--- config.mk ---
export PLATFORM = sky130hd
export DESIGN_NAME = adc_spi_reader_flat
export DESIGN_NICKNAME = d
export VERILOG_FILES = /design/src/rtl/adc_spi_reader_if.sv /design/src/rtl/adc_spi_reader.sv /design/src/flat_wrapper.sv
export SDC_FILE = /design/constraint.sdc
export NUM_CORES = 1
export LEC_CHECK = 0
export ABC_AREA = 1
export CORE_MARGIN = 4
export CORE_UTILIZATION = 45
export CTS_BUF_LIST = sky130_fd_sc_hd__clkbuf_4 sky130_fd_sc_hd__clkbuf_8
export CTS_CLUSTER_DIAMETER = 30
export CTS_CLUSTER_SIZE = 14
export DETAILED_ROUTE_END_ITERATION = 6
export PLACE_DENSITY = 0.67
export SLEW_MARGIN = 0
export SYNTH_ARGS = -nofsm -noshare
export SYNTH_HDL_FRONTEND = slang
export SYNTH_SLANG_ARGS = --single-unit
--- constraint.sdc ---
create_clock -name i_clock -period 1.75 [get_ports i_clock]
set_clock_uncertainty 0.15 [all_clocks]
set_input_delay 0.525 -clock i_clock [delete_from_list [all_inputs] [get_ports i_clock]]
set_output_delay 0.525 -clock i_clock [all_outputs]
set_load 0.01 [all_outputs]
--- src/rtl/adc_spi_reader_if.sv ---
// adc_spi_reader_if
// Bundles the enable/serial/parallel signals of the SPI ADC reader.
//   master : the reader itself (drives SPI clock/select and the sample stream)
//   slave  : the environment (drives enable and the ADC serial data)
// Signals:
//   i_enable      level request to start frames
//   i_miso        serial data from the ADC
//   o_sclk        SPI clock, CPOL=0
//   o_cs_n        ADC chip select, active low
//   o_data        last captured sample
//   o_data_valid  one-cycle strobe when o_data updates
//   o_busy        high whenever a frame is in progress
interface adc_spi_reader_if #(
  parameter int DATA_WIDTH = 12
);
  logic                  i_enable;
  logic                  i_miso;
  logic                  o_sclk;
  logic                  o_cs_n;
  logic [DATA_WIDTH-1:0] o_data;
  logic                  o_data_valid;
  logic                  o_busy;

  modport master (
    input  i_enable,
    input  i_miso,
    output o_sclk,
    output o_cs_n,
    output o_data,
    output o_data_valid,
    output o_busy
  );

  modport slave (
    output i_enable,
    output i_miso,
    input  o_sclk,
    input  o_cs_n,
    input  o_data,
    input  o_data_valid,
    input  o_busy
  );
endinterface

--- src/rtl/adc_spi_reader.sv ---
// adc_spi_reader
// Reads one conversion word per frame from a serial SPI ADC (MSB first) and
// presents it as a parallel word with a single-cycle valid strobe. Frames run
// back-to-back while i_enable is high.
//
// Ports:
//   i_clock          system clock, rising edge
//   i_reset          asynchronous, active-high reset
//   bus (master)     enable/miso in; sclk, cs_n, data, data_valid, busy out
//   o_sample_count   16-bit count of completed frames (only when the macro
//                    ADC_SPI_READER_SAMPLE_COUNT_EN is defined)
//
// Optional feature macro: ADC_SPI_READER_SAMPLE_COUNT_EN
//
// state   | meaning
// --------+----------------------------------------------------------
// S_IDLE  | cs_n high, sclk low; waits for i_enable
// S_SETUP | cs_n low for CS_SETUP cycles before the first sclk edge
// S_SHIFT | sclk toggles every CLK_DIV cycles; miso shifted on rise
// S_DONE  | one cycle, cs_n high, o_data loaded, o_data_valid high
module adc_spi_reader #(
  parameter int DATA_WIDTH = 12,
  parameter int CLK_DIV    = 2,
  parameter int CS_SETUP   = 2
) (
  input  logic               i_clock,
  input  logic               i_reset,
`ifdef ADC_SPI_READER_SAMPLE_COUNT_EN
  output logic [15:0]        o_sample_count,
`endif
  adc_spi_reader_if.master   bus
);

  localparam int DIV_W = (CLK_DIV > 1) ? $clog2(CLK_DIV) : 1;
  localparam int SET_W = (CS_SETUP > 1) ? $clog2(CS_SETUP) : 1;
  localparam int BIT_W = $clog2(DATA_WIDTH + 1);

  localparam logic [DIV_W-1:0] DIV_LAST = DIV_W'(CLK_DIV - 1);
  localparam logic [SET_W-1:0] SET_LOAD = SET_W'(CS_SETUP - 1);
  localparam logic [BIT_W-1:0] BIT_LAST = BIT_W'(DATA_WIDTH);

  typedef enum logic [1:0] {
    S_IDLE,
    S_SETUP,
    S_SHIFT,
    S_DONE
  } state_t;

  state_t                r_state;
  logic [SET_W-1:0]      r_setup_cnt;
  logic [DIV_W-1:0]      r_div_cnt;
  logic [BIT_W-1:0]      r_bit_cnt;
  logic [DATA_WIDTH-1:0] r_shift;
  logic [DATA_WIDTH-1:0] r_data;
  logic                  r_sclk;
  logic                  r_cs_n;
  logic                  r_data_valid;
  logic                  r_busy;
`ifdef ADC_SPI_READER_SAMPLE_COUNT_EN
  logic [15:0]           r_sample_count;
`endif

  // Outputs are registered with the value of the state being entered, so
  // every output is valid for exactly the cycles spent in that state.
  always_ff @(posedge i_clock or posedge i_reset) begin
    if (i_reset) begin
      r_state        <= S_IDLE;
      r_setup_cnt    <= '0;
      r_div_cnt      <= '0;
      r_bit_cnt      <= '0;
      r_shift        <= '0;
      r_data         <= '0;
      r_sclk         <= 1'b0;
      r_cs_n         <= 1'b1;
      r_data_valid   <= 1'b0;
      r_busy         <= 1'b0;
`ifdef ADC_SPI_READER_SAMPLE_COUNT_EN
      r_sample_count <= '0;
`endif
    end else begin
      r_data_valid <= 1'b0;
      case (r_state)
        S_IDLE: begin
          if (bus.i_enable) begin
            r_state     <= S_SETUP;
            r_cs_n      <= 1'b0;
            r_busy      <= 1'b1;
            r_setup_cnt <= SET_LOAD;
          end
        end

        S_SETUP: begin
          // Down-counter: SET_LOAD..0 gives exactly CS_SETUP cycles.
          if (r_setup_cnt == '0) begin
            r_state   <= S_SHIFT;
            r_div_cnt <= '0;
            r_bit_cnt <= '0;
          end else begin
            r_setup_cnt <= r_setup_cnt - SET_W'(1);
          end
        end

        S_SHIFT: begin
          if (r_div_cnt == DIV_LAST) begin
            r_div_cnt <= '0;
            if (!r_sclk) begin
              // Rising edge: capture miso in the same cycle sclk goes high.
              r_sclk    <= 1'b1;
              r_shift   <= (r_shift << 1) | DATA_WIDTH'(bus.i_miso);
              r_bit_cnt <= r_bit_cnt + BIT_W'(1);
            end else begin
              r_sclk <= 1'b0;
              // Falling edge after the last rising edge closes the frame.
              if (r_bit_cnt == BIT_LAST) begin
                r_state      <= S_DONE;
                r_cs_n       <= 1'b1;
                r_data       <= r_shift;
                r_data_valid <= 1'b1;
`ifdef ADC_SPI_READER_SAMPLE_COUNT_EN
                r_sample_count <= r_sample_count + 16'd1;
`endif
              end
            end
          end else begin
            r_div_cnt <= r_div_cnt + DIV_W'(1);
          end
        end

        S_DONE: begin
          r_state <= S_IDLE;
          r_busy  <= 1'b0;
        end

        default: begin
          r_state <= S_IDLE;
          r_cs_n  <= 1'b1;
          r_sclk  <= 1'b0;
          r_busy  <= 1'b0;
        end
      endcase
    end
  end

  assign bus.o_sclk       = r_sclk;
  assign bus.o_cs_n       = r_cs_n;
  assign bus.o_data       = r_data;
  assign bus.o_data_valid = r_data_valid;
  assign bus.o_busy       = r_busy;
`ifdef ADC_SPI_READER_SAMPLE_COUNT_EN
  assign o_sample_count   = r_sample_count;
`endif

endmodule

--- src/flat_wrapper.sv ---
// flat-port wrapper written by rule: the top's interface ports become plain ports
module adc_spi_reader_flat 
#(
  parameter int DATA_WIDTH = 12,
  parameter int CLK_DIV    = 2,
  parameter int CS_SETUP   = 2
)
  (i_clock, i_reset, bus_i_enable, bus_i_miso, bus_o_sclk, bus_o_cs_n, bus_o_data, bus_o_data_valid, bus_o_busy);
  adc_spi_reader_if #(.DATA_WIDTH(DATA_WIDTH)) bus_i ();
  input  logic i_clock;
  input  logic i_reset;
  input wire logic [$bits(bus_i.i_enable)-1:0] bus_i_enable;
  input wire logic [$bits(bus_i.i_miso)-1:0] bus_i_miso;
  output wire logic [$bits(bus_i.o_sclk)-1:0] bus_o_sclk;
  output wire logic [$bits(bus_i.o_cs_n)-1:0] bus_o_cs_n;
  output wire logic [$bits(bus_i.o_data)-1:0] bus_o_data;
  output wire logic [$bits(bus_i.o_data_valid)-1:0] bus_o_data_valid;
  output wire logic [$bits(bus_i.o_busy)-1:0] bus_o_busy;
  assign bus_i.i_enable = bus_i_enable;
  assign bus_i.i_miso = bus_i_miso;
  assign bus_o_sclk = bus_i.o_sclk;
  assign bus_o_cs_n = bus_i.o_cs_n;
  assign bus_o_data = bus_i.o_data;
  assign bus_o_data_valid = bus_i.o_data_valid;
  assign bus_o_busy = bus_i.o_busy;
  adc_spi_reader #(.DATA_WIDTH(DATA_WIDTH), .CLK_DIV(CLK_DIV), .CS_SETUP(CS_SETUP)) u_core (.i_clock(i_clock), .i_reset(i_reset), .bus(bus_i));
endmodule
==> results of run 1 <==
[cells in the mapped netlist]
| cell | instances | area, sq um |
|---|---|---|
| nand2_1 | 48 | 180.2 |
| dfrtp_1 | 35 | 875.8 |
| inv_1 | 21 | 78.83 |
| o21ai_1 | 16 | 80.08 |
| nand2_2 | 10 | 62.56 |
| o21ai_2 | 9 | 78.83 |
| ha_1 | 7 | 87.58 |
| nand3_1 | 6 | 30.03 |
| inv_2 | 5 | 18.77 |
| nor2_1 | 5 | 18.77 |
| o21ai_0 | 4 | 20.02 |
| buf_6 | 3 | 33.78 |
| buf_4 | 2 | 15.01 |
| nor2_2 | 2 | 12.51 |
| a21oi_1 | 1 | 5.000 |
| dfstp_2 | 1 | 26.28 |
| nand4_1 | 1 | 6.260 |
| or2_2 | 1 | 6.260 |
| xor2_1 | 1 | 8.760 |
[power breakdown]
group	internal, mW	total, mW	switching (mW)
logic	0.299	0.784	0.486
clock network	0.335	0.609	0.274
registers	0.986	1.10	0.113
total	1.62	2.49	0.872
[area by class of cell]
cell class                 instances  area [sq um]  share of cell area
sequential                        36         903.4              0.4504
multi-input combinational        111         614.3              0.3063
timing repair buffer              26         235.2              0.1173
inverter                          26         97.59             0.04866
clock buffer                       7         90.09             0.04492
tap                               46         57.56             0.02870
clock inverter                     1         7.507            0.003743
[routing by layer]
metal	wire length (um)	vias up	global-route usage
met2	1410	18	0.2420
met3	101	4	0.04926
met1	1344	556	0.1918
li1	-	606	-
met4	34	0	0.05955
met5	0	-	0
[stage by stage]
step / hold slack [ns] / setup TNS (ns) / cell area, sq um / total power, mW / setup WS, ns
2_1_floorplan: 0.2922 / 0 / 1645 / 1.630 / 0.2364
3_5_place_dp: 0.3048 / -0.2295 / 1909 / 1.867 / -0.1187
6_report: 0.3138 / 0 / 2006 / 2.492 / 0.1158
5_1_grt: 0.3479 / -0.01056 / 2006 / 2.716 / -0.007057
3_3_place_gp: 0.3052 / 0 / 1909 / 1.811 / 0.01744
4_1_cts: 0.3156 / 0 / 1988 / 2.477 / 0.02693
[how the worst max path moves through the flow]
stage | slack [ns] | endpoint | from
floorplan | 0.24 | u_core.bus.o_data[0]$_DFFE_PP0P_ | u_core.r_state[0]$_DFFE_PP0P_
global placement | 0.02 | u_core.r_state[1]$_DFFE_PP0P_ | bus_i_enable
detailed placement | -0.12 | u_core.r_state[0]$_DFFE_PP0P_ | bus_i_enable
CTS | 0.03 | bus_o_cs_n | u_core.bus.o_cs_n$_DFFE_PP1P_
global route | -0.007 | u_core.r_shift[7]$_DFFE_PP0P_ | u_core.r_state[0]$_DFFE_PP0P_
finish | 0.12 | bus_o_data[1] | u_core.bus.o_data[1]$_DFFE_PP0P_
[kinds of logic after synthesis]
kind of cell / Yosys count / synth area share
XOR/XNOR: 1 / 0.005324
flip-flops: 36 / 0.5483
AO/OA/AOI/OAI: 30 / 0.1118
adder cells (fa/ha/maj): 7 / 0.05323
buffers and inverters: 31 / 0.08897
AND/OR/NAND/NOR: 73 / 0.1924
[registers in the layout, indices dropped and copies added, names as in the netlist]
name                     flops
u_core.bus.o_sclk            1
u_core.bus.o_cs_n            1
u_core.bus.o_data_valid      1
u_core.r_div_cnt             1
u_core.r_setup_cnt           1
u_core.r_bit_cnt             4
u_core.r_state               2
u_core.bus.o_data           12
u_core.bus.o_busy            1
u_core.r_shift              12
==> report_table.html, run 1 <==
<table>
<tr><th>Metric</th><th>Value</th></tr>
<tr><th colspan="2">Run status</th></tr>
<tr><td>Status</td><td>finished, final reports clean</td></tr>
<tr><th colspan="2">Power and ir drop</th></tr>
<tr><td>Highest ir drop seen on vdd</td><td>0.0006933 V</td></tr>
<tr><td>Leakage power</td><td>1.045 nW</td></tr>
<tr><td>Cell Pwr Density</td><td>roughly 1200 mW/mm^2</td></tr>
<tr><th colspan="2">Cells and area</th></tr>
<tr><td>Non-filler instance count after layout</td><td>between 200 and 300</td></tr>
<tr><td>Number of antenna cells inserted</td><td>0</td></tr>
<tr><td>Synthesis-to-layout area growth</td><td>21.90%</td></tr>
<tr><td>Utilization of the core after routing</td><td>0.5827</td></tr>
<tr><td>Final Net Count</td><td>about 220</td></tr>
<tr><td>Number of fill cells</td><td>325</td></tr>
<tr><td>Top library cells by usage in the layout, fill and taps aside</td><td>nand2_1 (47), dfrtp_1 (34), inv_1 (21)</td></tr>
<tr><td>Most common library cell in the layout ignoring fill and taps</td><td>nand2_1</td></tr>
<tr><td>Share of layout cells above drive strength 1</td><td>0.2319</td></tr>
<tr><th colspan="2">Floorplanning</th></tr>
<tr><td>Core ar.</td><td>between 0.003 and 0.004 sq mm</td></tr>
<tr><td>Initial standard-cell utilization of the core</td><td>0.4780</td></tr>
<tr><td>Number of cell rows</td><td>21</td></tr>
<tr><td>Die outline area</td><td>roughly 0.0047 sq mm</td></tr>
<tr><td>Floorplan die width</td><td>approximately 70 um</td></tr>
<tr><td>Overall die height</td><td>approximately 68 um</td></tr>
<tr><td>I/O pin count</td><td>20</td></tr>
<tr><th colspan="2">Synth</th></tr>
<tr><td>Count of distinct cell types in the synthesized netlist</td><td>19</td></tr>
<tr><td>Sequential cell area fraction in the yosys report</td><td>0.5483</td></tr>
<tr><td>Count of mapped cells out of synthesis</td><td>between 150 and 200</td></tr>
<tr><td>Post-synthesis instance area</td><td>between 0.0015 and 0.002 sq mm</td></tr>
<tr><td>Net count after synthesis</td><td>~190</td></tr>
<tr><td>Avg Synthesized Cell Area</td><td>roughly 9.2 sq um</td></tr>
<tr><td>Ys Warns</td><td>0</td></tr>
<tr><td>Post-synthesis register bit count</td><td>36</td></tr>
<tr><th colspan="2">STA</th></tr>
<tr><td>Final number of hold-violating endpoints</td><td>0</td></tr>
<tr><td>Max-slew violation count</td><td>0</td></tr>
<tr><td>Final cycle utilization of the critical path</td><td>0.9338</td></tr>
<tr><td>Endpoints failing setup</td><td>0</td></tr>
<tr><td>Max-Slew Margin vs Limit</td><td>0.7989</td></tr>
<tr><td>Actual transition at the worst max-transition pin</td><td>roughly 0.3 ns</td></tr>
<tr><td>Highest clock frequency the design can meet</td><td>between 600 and 700 MHz</td></tr>
<tr><td>Fin crit period</td><td>around 1.6 ns</td></tr>
<tr><th colspan="2">Hold path</th></tr>
<tr><td>Number of stages on the worst hold path</td><td>2</td></tr>
<tr><td>Hold Crit Start</td><td>u_core.bus.o_cs_n$_DFFE_PP1P_</td></tr>
<tr><td>Path category of the worst min-delay check</td><td>flip-flop to flip-flop</td></tr>
<tr><td>Hold worst-path end</td><td>u_core.bus.o_cs_n$_DFFE_PP1P_</td></tr>
<tr><th colspan="2">Critical path</th></tr>
<tr><td>Data arrival time of the worst path</td><td>between 0.9 and 1 ns</td></tr>
<tr><td>Crit-path max cell delay</td><td>between 0.3 and 0.4 ns</td></tr>
<tr><td>Largest delay share family, worst path</td><td>flip-flops</td></tr>
<tr><td>Critical Path Slowest Stage Cell</td><td>dfrtp_1</td></tr>
<tr><td>Worst Setup Start Kind</td><td>flip-flop</td></tr>
<tr><td>Endpoint of the lowest-slack register-to-register path</td><td>u_core.r_shift[0]$_DFFE_PP0P_</td></tr>
<tr><td>Number of logic stages on the critical path including buffering</td><td>1</td></tr>
<tr><td>Worst R2R Start</td><td>u_core.r_state[0]$_DFFE_PP0P_</td></tr>
<tr><td>Critical path buffer and inverter count</td><td>1</td></tr>
<tr><td>Cells along the critical path</td><td>dlygate4sd2_1</td></tr>
<tr><td>R2R cell count</td><td>7</td></tr>
<tr><td>Type of the setup path with the least slack</td><td>flip-flop to output port</td></tr>
<tr><td>Critical Path Sink Type</td><td>output port</td></tr>
<tr><td>Flop2flop setup slack</td><td>0.13 ns</td></tr>
<tr><td>CP Data Required Time</td><td>1.07 ns</td></tr>
<tr><td>Largest fanout on the critical path</td><td>2</td></tr>
<tr><th colspan="2">Drt</th></tr>
<tr><td>First-pass iteration count of the detailed router</td><td>4</td></tr>
<tr><td>Vias per Instance</td><td>about 4.7</td></tr>
<tr><td>Routed WL</td><td>roughly 2900 um</td></tr>
<tr><td>DR iter-0 viols</td><td>54</td></tr>
<tr><td>Residual DRC count</td><td>0</td></tr>
<tr><td>Vias</td><td>between 1000 and 1500</td></tr>
<tr><td>Average wire length per cell after detail routing</td><td>around 11 um</td></tr>
<tr><td>Remaining antenna violation count after routing</td><td>0</td></tr>
<tr><th colspan="2">Clock network</th></tr>
<tr><td>Num CTS Buffers</td><td>5</td></tr>
<tr><td>Clock-pin slew on the worst setup and hold paths</td><td>0.07 ns</td></tr>
<tr><td>Number of setup buffers added after CTS</td><td>0</td></tr>
<tr><td>Post-cts resize count</td><td>17</td></tr>
<tr><td>Max H-tree Level</td><td>2</td></tr>
<tr><td>Clock network latency to the later pin of the worst-skew pair</td><td>0.28 ns</td></tr>
<tr><td>Root buffer cell</td><td>clkbuf_8</td></tr>
<tr><td>TritonCTS clock tree</td><td>done</td></tr>
<tr><td>Hold buffer count at CTS</td><td>0</td></tr>
<tr><td>Buffers from clock root to sink, at most</td><td>2</td></tr>
<tr><td>Clk sinks</td><td>36</td></tr>
<tr><th colspan="2">Placed design</th></tr>
<tr><td>RePlAce Congestion</td><td>~0.8</td></tr>
<tr><td>Final HPWL DP</td><td>~2100 um</td></tr>
<tr><td>I/O Buffers</td><td>19</td></tr>
<tr><td>Number of placed instances, taps included</td><td>245</td></tr>
<tr><th colspan="2">Global routing</th></tr>
<tr><td>Total global-route track usage</td><td>0.1525</td></tr>
<tr><td>Antenna violations before repair</td><td>0</td></tr>
<tr><td>Via count of the first global-routing pass</td><td>~1200</td></tr>
<tr><td>Global-route wire length before repair</td><td>5230 um</td></tr>
<tr><td>Remaining global-route overflow</td><td>0</td></tr>
<tr><td>Largest net degree at the start of global routing</td><td>26</td></tr>
<tr><th colspan="2">Job</th></tr>
<tr><td>Max-cap check violation count</td><td>0</td></tr>
</table>
No activity file was read; power rests on OpenSTA's default activity.
==> run 2: changes to the inputs <==
--- a/config.mk
+++ b/config.mk
@@ -12,7 +12,7 @@
 export CTS_CLUSTER_DIAMETER = 30
 export CTS_CLUSTER_SIZE = 14
 export DETAILED_ROUTE_END_ITERATION = 6
-export PLACE_DENSITY = 0.67
+export PLACE_DENSITY = 0.69
 export SLEW_MARGIN = 0
 export SYNTH_ARGS = -nofsm -noshare
 export SYNTH_HDL_FRONTEND = slang
==> constraint.sdc (replaced) <==
create_clock -name i_clock -period 1.5 [get_ports i_clock]
set_clock_uncertainty 0.15 [all_clocks]
set_input_delay 0.45 -clock i_clock [delete_from_list [all_inputs] [get_ports i_clock]]
set_output_delay 0.45 -clock i_clock [all_outputs]
set_load 0.01 [all_outputs]
==> run 2 against run 1 <==
  * Wire length increased by 41%
  * Clock power increased by 54%
  * Worst setup slack got worse by 0.19 ns
  * Die area stayed put
  * The flow now finishes with violations (setup timing)
  * Critical path depth is 8 higher
  * Hold slack gained 0.013 ns
  * Cell area grew 25%
  * Sequential power rose by 20%
  * Critical endpoint is now u_core.r_state[0]$_DFFE_PP0P_
  * Largest cell class unchanged
  * Cell count grew 11%
  * Largest power group is now combinational cells
  * Sequential share of layout area shrank 8.9 points
  * Via count up 18%
  * Flip-flop and latch count stayed put
==> report_table.html, run 2 (same netlist as run 1, synthesis figures left out) <==
<table>
<tr><th>Metric</th><th>Value</th></tr>
<tr><th colspan="2">Floorplanning</th></tr>
<tr><td>Core ar.</td><td>0.003442 sq mm (unchanged)</td></tr>
<tr><td>I/O pin count</td><td>20 (unchanged)</td></tr>
<tr><td>Floorplan die width</td><td>68.47 um (unchanged)</td></tr>
<tr><td>Number of cell rows</td><td>21 (unchanged)</td></tr>
<tr><td>Initial standard-cell utilization of the core</td><td>0.4780 (unchanged)</td></tr>
<tr><td>Die outline area</td><td>0.004687 sq mm (unchanged)</td></tr>
<tr><td>Overall die height</td><td>68.47 um (unchanged)</td></tr>
<tr><th colspan="2">Global routing</th></tr>
<tr><td>Remaining global-route overflow</td><td>0 (unchanged)</td></tr>
<tr><td>Total global-route track usage</td><td>0.1623 (+0.009836)</td></tr>
<tr><td>Largest net degree at the start of global routing</td><td>26 (unchanged)</td></tr>
<tr><td>Via count of the first global-routing pass</td><td>1302 (+7.8%)</td></tr>
<tr><td>Global-route wire length before repair</td><td>5602 um (+7.1%)</td></tr>
<tr><td>Antenna violations before repair</td><td>0 (unchanged)</td></tr>
<tr><th colspan="2">Cells and area</th></tr>
<tr><td>Number of antenna cells inserted</td><td>0 (unchanged)</td></tr>
<tr><td>Number of fill cells</td><td>240 (-26%)</td></tr>
<tr><td>Area used by multi-input combinational logic</td><td>844.6 sq um (+37%)</td></tr>
<tr><td>Top library cells by usage in the layout, fill and taps aside</td><td>dfrtp_1 (33), nand2_1 (30), buf_4 (23)</td></tr>
<tr><td>Share of layout cells above drive strength 1</td><td>0.5299 (+0.2980)</td></tr>
<tr><td>Utilization of the core after routing</td><td>0.7281 (+0.1454)</td></tr>
<tr><td>Synthesis-to-layout area growth</td><td>52.32%</td></tr>
<tr><td>Design Area, Final</td><td>0.002506 sq mm (+25%)</td></tr>
<tr><td>Final Net Count</td><td>244 (+12%)</td></tr>
<tr><td>Storage cell area</td><td>904.6 sq um (+0.14%)</td></tr>
<tr><td>Non-filler instance count after layout</td><td>280 (+11%)</td></tr>
<tr><td>Most common library cell in the layout ignoring fill and taps</td><td>dfrtp_1</td></tr>
<tr><th colspan="2">Placed design</th></tr>
<tr><td>Final HPWL DP</td><td>2215 um (+5.2%)</td></tr>
<tr><td>Number of placed instances, taps included</td><td>258 (+5.3%)</td></tr>
<tr><td>Pre-CTS setup slack</td><td>-0.2750 ns (-0.1563 ns)</td></tr>
<tr><td>RePlAce Congestion</td><td>0.8512 (+7.5%)</td></tr>
<tr><td>I/O Buffers</td><td>19 (unchanged)</td></tr>
<tr><td>Placement Cell Area</td><td>0.002019 sq mm (+5.8%)</td></tr>
<tr><th colspan="2">STA</th></tr>
<tr><td>PnR worst setup slack</td><td>-0.07021 ns (-0.1860 ns)</td></tr>
<tr><td>Actual transition at the worst max-transition pin</td><td>0.2727 ns (-0.02897 ns)</td></tr>
<tr><td>Highest clock frequency the design can meet</td><td>around 640 MHz</td></tr>
<tr><td>Max-slew violation count</td><td>0 (unchanged)</td></tr>
<tr><td>Max-Slew Margin vs Limit</td><td>0.8182 (+0.01931)</td></tr>
<tr><td>Final cycle utilization of the critical path</td><td>1.047</td></tr>
<tr><td>Post-route setup TNS</td><td>-0.5070 ns (-0.5070 ns)</td></tr>
<tr><td>Setup repair after global routing missed its margin</td><td>yes</td></tr>
<tr><td>Final number of hold-violating endpoints</td><td>0 (unchanged)</td></tr>
<tr><td>Endpoints failing setup</td><td>23 (+23)</td></tr>
<tr><td>Fin crit period</td><td>about 1.6 ns</td></tr>
<tr><td>Hold slack final</td><td>0.3269 ns (+0.01311 ns)</td></tr>
<tr><th colspan="2">Power and ir drop</th></tr>
<tr><td>Cell Pwr Density</td><td>1540 mW/mm^2 (+24%)</td></tr>
<tr><td>Leakage power</td><td>1.262 nW (+21%)</td></tr>
<tr><td>Final total power</td><td>3.860 mW (+55%)</td></tr>
<tr><td>Highest ir drop seen on vdd</td><td>0.0008792 V (+27%)</td></tr>
<tr><th colspan="2">Drt</th></tr>
<tr><td>Average wire length per cell after detail routing</td><td>14.61 um (+28%)</td></tr>
<tr><td>Remaining antenna violation count after routing</td><td>0 (unchanged)</td></tr>
<tr><td>DR iter-0 viols</td><td>75 (+39%)</td></tr>
<tr><td>Vias per Instance</td><td>4.971 (+6.2%)</td></tr>
<tr><td>Routed WL</td><td>4090 um (+41%)</td></tr>
<tr><td>First-pass iteration count of the detailed router</td><td>4 (unchanged)</td></tr>
<tr><td>Vias</td><td>1392 (+18%)</td></tr>
<tr><td>Residual DRC count</td><td>0 (unchanged)</td></tr>
<tr><th colspan="2">Clock network</th></tr>
<tr><td>Clock network latency to the later pin of the worst-skew pair</td><td>0.28 ns (about the same)</td></tr>
<tr><td>Clk sinks</td><td>36 (unchanged)</td></tr>
<tr><td>Root buffer cell</td><td>clkbuf_8</td></tr>
<tr><td>Buffers from clock root to sink, at most</td><td>2 (unchanged)</td></tr>
<tr><td>Hold buffer count at CTS</td><td>0 (unchanged)</td></tr>
<tr><td>Max H-tree Level</td><td>2 (unchanged)</td></tr>
<tr><td>Num CTS Buffers</td><td>5 (unchanged)</td></tr>
<tr><td>TritonCTS clock tree</td><td>done</td></tr>
<tr><td>Clock-pin slew on the worst setup and hold paths</td><td>0.08 ns (about the same)</td></tr>
<tr><th colspan="2">Hold path</th></tr>
<tr><td>Number of stages on the worst hold path</td><td>2 (unchanged)</td></tr>
<tr><td>Hold Crit Start</td><td>u_core.bus.o_cs_n$_DFFE_PP1P_</td></tr>
<tr><td>Path category of the worst min-delay check</td><td>flip-flop to flip-flop</td></tr>
<tr><td>Hold worst-path end</td><td>u_core.bus.o_cs_n$_DFFE_PP1P_</td></tr>
<tr><th colspan="2">Job</th></tr>
<tr><td>Max-cap check violation count</td><td>0 (unchanged)</td></tr>
<tr><th colspan="2">Run status</th></tr>
<tr><td>Violated checks</td><td>setup timing</td></tr>
<tr><td>Status</td><td>complete, but fails checks</td></tr>
<tr><th colspan="2">Critical path</th></tr>
<tr><td>Source of the critical timing path</td><td>u_core.r_state[0]$_DFFE_PP0P_</td></tr>
<tr><td>CP Data Required Time</td><td>1.52 ns (+0.45 ns)</td></tr>
<tr><td>Data arrival time of the worst path</td><td>1.59 ns (+0.63 ns)</td></tr>
<tr><td>Largest fanout on the critical path</td><td>4 (+2)</td></tr>
<tr><td>Worst R2R Start</td><td>u_core.r_state[0]$_DFFE_PP0P_</td></tr>
<tr><td>Flop2flop setup slack</td><td>-0.07 ns (-0.20 ns)</td></tr>
<tr><td>Endpoint of the lowest-slack register-to-register path</td><td>u_core.r_state[0]$_DFFE_PP0P_</td></tr>
<tr><td>Worst Setup Start Kind</td><td>flip-flop</td></tr>
<tr><td>Critical Path Sink Type</td><td>flip-flop</td></tr>
<tr><td>Type of the setup path with the least slack</td><td>flip-flop to flip-flop</td></tr>
<tr><td>R2R cell count</td><td>9 (+2)</td></tr>
</table>
-- run 2: metal layers --
layer  global-route usage  vias up  routed length [um]
met2               0.2563       44                2169
met1               0.2012      682                1677
met4              0.07196        0                  55
met3              0.05255        6                 188
li1                     -      660                   -
met5                    0        -                   0
-- run 2: worst max path at each step --
stage                                                  end  slack, ns  cells past startpoint
after floorplan           u_core.bus.o_data[0]$_DFFE_PP0P_      0.009                      9
after global placement       u_core.r_state[1]$_DFFE_PP0P_      -0.16                      8
after detailed placement     u_core.r_state[1]$_DFFE_PP0P_      -0.28                      8
after CTS                                       bus_o_cs_n      -0.02                      1
after global routing         u_core.r_state[1]$_DFFE_PP0P_      -0.10                      9
final                        u_core.r_state[0]$_DFFE_PP0P_      -0.07                      9
-- run 2: power breakdown --
group          internal (mW)  switching, mW
logic                  0.716          0.890
registers               1.15          0.165
clock network          0.587          0.351
total                   2.45           1.41
-- run 2: worst max-delay path, cell delays in order (launching register included) --
cell and delay (ns):
dfrtp_2 0.45, inv_2 0.10, ha_4 0.19, buf_6 0.13, inv_4 0.04, nor2_4 0.14
nor2_4 0.07, buf_6 0.11, nand3_2 0.04, nand2_1 0.05
-- run 2: what timing repair did --
item                       4_1_cts  5_1_grt
gates cloned                     0        3
resized for setup               62       73
setup endpoints to repair       36       47
buffers inserted                 5        7
pin swaps                        3       12
-- run 2: area by class of cell --
cell class / count / share of cell area
Inverter: 26 / 0.04593
Tap cell: 46 / 0.02297
Clock buffer: 7 / 0.03844
Timing Repair Buffer: 53 / 0.1827
Sequential cell: 36 / 0.3610
Multi-Input combinational cell: 111 / 0.3370
Clock inverter: 1 / 0.01198
==> run 3: changes to the inputs <==
--- a/config.mk
+++ b/config.mk
@@ -13,6 +13,7 @@
 export CTS_CLUSTER_SIZE = 14
 export DETAILED_ROUTE_END_ITERATION = 6
 export PLACE_DENSITY = 0.69
+export SKIP_CTS_REPAIR_TIMING = 1
 export SLEW_MARGIN = 0
 export SYNTH_ARGS = -nofsm -noshare
 export SYNTH_HDL_FRONTEND = slang
==> run 3 against run 2 <==
  * The run still ends with setup timing left
  * Global-route usage decreased by 1.1 points
  * Critical path depth unchanged
  * Cell area decreased by 0.45%
  * Sequential share of layout area increased by 0.16 points
  * Total power down 2.3%
  * Cell count down 0.71%
  * Register-to-register slack got worse by 0.04 ns
  * Sequential power hardly changed
  * Critical path type unchanged
  * Critical endpoint unchanged
  * Largest power group unchanged
  * Highest routed layer unchanged
==> report_table.html, run 3 (same netlist as run 1, synthesis figures left out) <==
<table>
<tr><th>Metric</th><th>Value</th></tr>
<tr><th colspan="2">Critical path</th></tr>
<tr><td>Critical Path Sink Type</td><td>flip-flop</td></tr>
<tr><td>Data arrival time of the worst path</td><td>1.64 ns (+0.05 ns)</td></tr>
<tr><td>Critical Path Slowest Stage Cell</td><td>dfrtp_1</td></tr>
<tr><td>Cell repeated most along the worst path</td><td>nand2_2</td></tr>
<tr><td>Type of the setup path with the least slack</td><td>flip-flop to flip-flop</td></tr>
<tr><td>CP Data Required Time</td><td>1.52 ns (about the same)</td></tr>
<tr><td>Cells along the critical path</td><td>inv_2, buf_4, ha_4, nand2_2, nand2_2, nor2_4, nand2_2, nand2_1, nand2_1</td></tr>
<tr><td>Crit-path max cell delay</td><td>0.44 ns (about the same)</td></tr>
<tr><td>Worst Setup Start Kind</td><td>flip-flop</td></tr>
<tr><td>Critical path buffer and inverter count</td><td>2 (-2)</td></tr>
<tr><td>Largest delay share family, worst path</td><td>simple AND/OR/NAND/NOR gates</td></tr>
<tr><td>Largest fanout on the critical path</td><td>3 (-1)</td></tr>
<tr><th colspan="2">Drt</th></tr>
<tr><td>Vias per Instance</td><td>4.906 (-1.3%)</td></tr>
<tr><td>Routed WL</td><td>3998 um (-2.2%)</td></tr>
<tr><td>Average wire length per cell after detail routing</td><td>14.38 um (-1.5%)</td></tr>
<tr><td>Remaining antenna violation count after routing</td><td>0 (unchanged)</td></tr>
<tr><td>Vias</td><td>1364 (-2.0%)</td></tr>
<tr><td>First-pass iteration count of the detailed router</td><td>4 (unchanged)</td></tr>
<tr><td>Residual DRC count</td><td>0 (unchanged)</td></tr>
<tr><td>DR iter-0 viols</td><td>63 (-16%)</td></tr>
<tr><th colspan="2">Floorplanning</th></tr>
<tr><td>Floorplan die width</td><td>68.47 um (unchanged)</td></tr>
<tr><td>Number of cell rows</td><td>21 (unchanged)</td></tr>
<tr><td>Die outline area</td><td>0.004687 sq mm (unchanged)</td></tr>
<tr><td>Initial standard-cell utilization of the core</td><td>0.4780 (unchanged)</td></tr>
<tr><td>I/O pin count</td><td>20 (unchanged)</td></tr>
<tr><td>Overall die height</td><td>68.47 um (unchanged)</td></tr>
<tr><td>Core ar.</td><td>0.003442 sq mm (unchanged)</td></tr>
<tr><th colspan="2">STA</th></tr>
<tr><td>Max-Slew Margin vs Limit</td><td>0.8341 (+0.01582)</td></tr>
<tr><td>Hold slack final</td><td>0.3268 ns (-0.0001250 ns)</td></tr>
<tr><td>Setup repair after global routing missed its margin</td><td>yes</td></tr>
<tr><td>Final cycle utilization of the critical path</td><td>1.076 (+0.02928)</td></tr>
<tr><td>PnR worst setup slack</td><td>-0.1141 ns (-0.04392 ns)</td></tr>
<tr><td>Max-slew violation count</td><td>0 (unchanged)</td></tr>
<tr><td>Highest clock frequency the design can meet</td><td>619.5 MHz (-2.7%)</td></tr>
<tr><td>Post-route setup TNS</td><td>-0.6872 ns (-0.1803 ns)</td></tr>
<tr><td>Final number of hold-violating endpoints</td><td>0 (unchanged)</td></tr>
<tr><td>Fin crit period</td><td>1.614 ns (+0.04392 ns)</td></tr>
<tr><td>Endpoints failing setup</td><td>25 (+8.7%)</td></tr>
<tr><td>Actual transition at the worst max-transition pin</td><td>0.2489 ns (-0.02373 ns)</td></tr>
<tr><th colspan="2">Placed design</th></tr>
<tr><td>Final HPWL DP</td><td>2215 um (unchanged)</td></tr>
<tr><td>I/O Buffers</td><td>19 (unchanged)</td></tr>
<tr><td>Pre-CTS setup slack</td><td>-0.2750 ns (unchanged)</td></tr>
<tr><td>RePlAce Congestion</td><td>0.8512 (unchanged)</td></tr>
<tr><td>Placement Cell Area</td><td>0.002019 sq mm (unchanged)</td></tr>
<tr><th colspan="2">Global routing</th></tr>
<tr><td>Largest net degree at the start of global routing</td><td>26 (unchanged)</td></tr>
<tr><td>Global-route wire length before repair</td><td>5264 um (-6.0%)</td></tr>
<tr><td>Antenna violations before repair</td><td>0 (unchanged)</td></tr>
<tr><td>Remaining global-route overflow</td><td>0 (unchanged)</td></tr>
<tr><td>Total global-route track usage</td><td>0.1509 (-0.01140)</td></tr>
<tr><td>Via count of the first global-routing pass</td><td>1228 (-5.7%)</td></tr>
<tr><th colspan="2">Hold path</th></tr>
<tr><td>Path category of the worst min-delay check</td><td>flip-flop to flip-flop</td></tr>
<tr><th colspan="2">Clock network</th></tr>
<tr><td>Clock network latency to the later pin of the worst-skew pair</td><td>0.29 ns (about the same)</td></tr>
<tr><td>Buffers from clock root to sink, at most</td><td>2 (unchanged)</td></tr>
<tr><td>Root buffer cell</td><td>clkbuf_8</td></tr>
<tr><td>TritonCTS clock tree</td><td>done</td></tr>
<tr><td>Clk sinks</td><td>36 (unchanged)</td></tr>
<tr><td>Num CTS Buffers</td><td>5 (unchanged)</td></tr>
<tr><td>Max H-tree Level</td><td>2 (unchanged)</td></tr>
<tr><td>Clock-pin slew on the worst setup and hold paths</td><td>0.07 ns (about the same)</td></tr>
<tr><th colspan="2">Cells and area</th></tr>
<tr><td>Synthesis-to-layout area growth</td><td>51.63%</td></tr>
<tr><td>Share of layout cells above drive strength 1</td><td>0.4569 (-0.07302)</td></tr>
<tr><td>Number of antenna cells inserted</td><td>0 (unchanged)</td></tr>
<tr><td>Final Net Count</td><td>242 (-0.82%)</td></tr>
<tr><td>Design Area, Final</td><td>0.002495 sq mm (-0.45%)</td></tr>
<tr><td>Top library cells by usage in the layout, fill and taps aside</td><td>dfrtp_1 (33), nand2_1 (32), buf_4 (24)</td></tr>
<tr><td>Most common library cell in the layout ignoring fill and taps</td><td>dfrtp_1</td></tr>
<tr><th colspan="2">Job</th></tr>
<tr><td>Max-cap check violation count</td><td>0 (unchanged)</td></tr>
<tr><th colspan="2">Run status</th></tr>
<tr><td>Status</td><td>complete, but fails checks</td></tr>
<tr><td>Violated checks</td><td>setup timing</td></tr>
<tr><th colspan="2">Power and ir drop</th></tr>
<tr><td>Highest ir drop seen on vdd</td><td>0.0008012 V (-8.9%)</td></tr>
<tr><td>Final total power</td><td>3.770 mW (-2.3%)</td></tr>
<tr><td>Leakage power</td><td>1.470 nW (+16%)</td></tr>
<tr><td>Cell Pwr Density</td><td>1511 mW/mm^2 (-1.9%)</td></tr>
</table>
run 3: changes by cell type in the layout (fill, tap and decap cells not counted), moves of 4 or more:
cell and change:
nand2_2 +10, nand2_4 -11, buf_2 -9, dlymetal6s2s_1 +14, clkbuf_2 -5, buf_6 -4
run 3: layout make-up:
type	instances	area (sq um)
Clock buffer	7	96.34
Clock inverter	1	30.03
Fill cell	213	947.2
Inverter	26	100.1
Multi-Input combinational cell	111	765.7
Sequential cell	36	904.6
Tap cell	46	57.56
Timing Repair Buffer	51	540.5
run 3: worst register-to-register path, cell delays in order (launching register included):
cell and delay, ns:
dfrtp_1 0.44, inv_2 0.09, buf_4 0.16, ha_4 0.16
nand2_2 0.08, nand2_2 0.08, nor2_4 0.14, nand2_2 0.07
nand2_1 0.08, nand2_1 0.06
run 3: path summary, 6_finish.rpt:
check	from	cells past startpoint	slack, ns	end
setup / recovery	u_core.r_state[0]$_DFFE_PP0P_	9	-0.11	u_core.r_state[0]$_DFFE_PP0P_
hold / removal	u_core.bus.o_cs_n$_DFFE_PP1P_	2	0.33	u_core.bus.o_cs_n$_DFFE_PP1P_
setup reg to reg	u_core.r_state[0]$_DFFE_PP0P_	9	-0.11	u_core.r_state[0]$_DFFE_PP0P_
hold reg to reg	u_core.bus.o_cs_n$_DFFE_PP1P_	2	0.33	u_core.bus.o_cs_n$_DFFE_PP1P_
max in group asynchronous	i_reset	3	0.59	u_core.bus.o_cs_n$_DFFE_PP1P_
min in group asynchronous	i_reset	3	0.36	u_core.bus.o_data[10]$_DFFE_PP0P_
run 3: through the flow:
step | instances | util
3_3_place_gp | 258 | 0.5867
4_1_cts | 266 | 0.6234
3_5_place_dp | 258 | 0.5867
6_report | 278 | 0.7248
2_1_floorplan | 178 | -
5_1_grt | 278 | 0.7248
run 3: per-layer routing:
metal / track usage / wire (um) / up-vias
met5: 0 / 0 / -
met4: 0.06203 / 92 / 0
met3: 0.05255 / 158 / 11
li1: - / - / 659
met1: 0.1950 / 1677 / 662
met2: 0.2288 / 2070 / 32
run 3: report_power, final:
group / total, mW / internal, mW / switching (mW)
clock network: 0.933 / 0.587 / 0.346
logic: 1.50 / 0.676 / 0.825
registers: 1.34 / 1.15 / 0.185
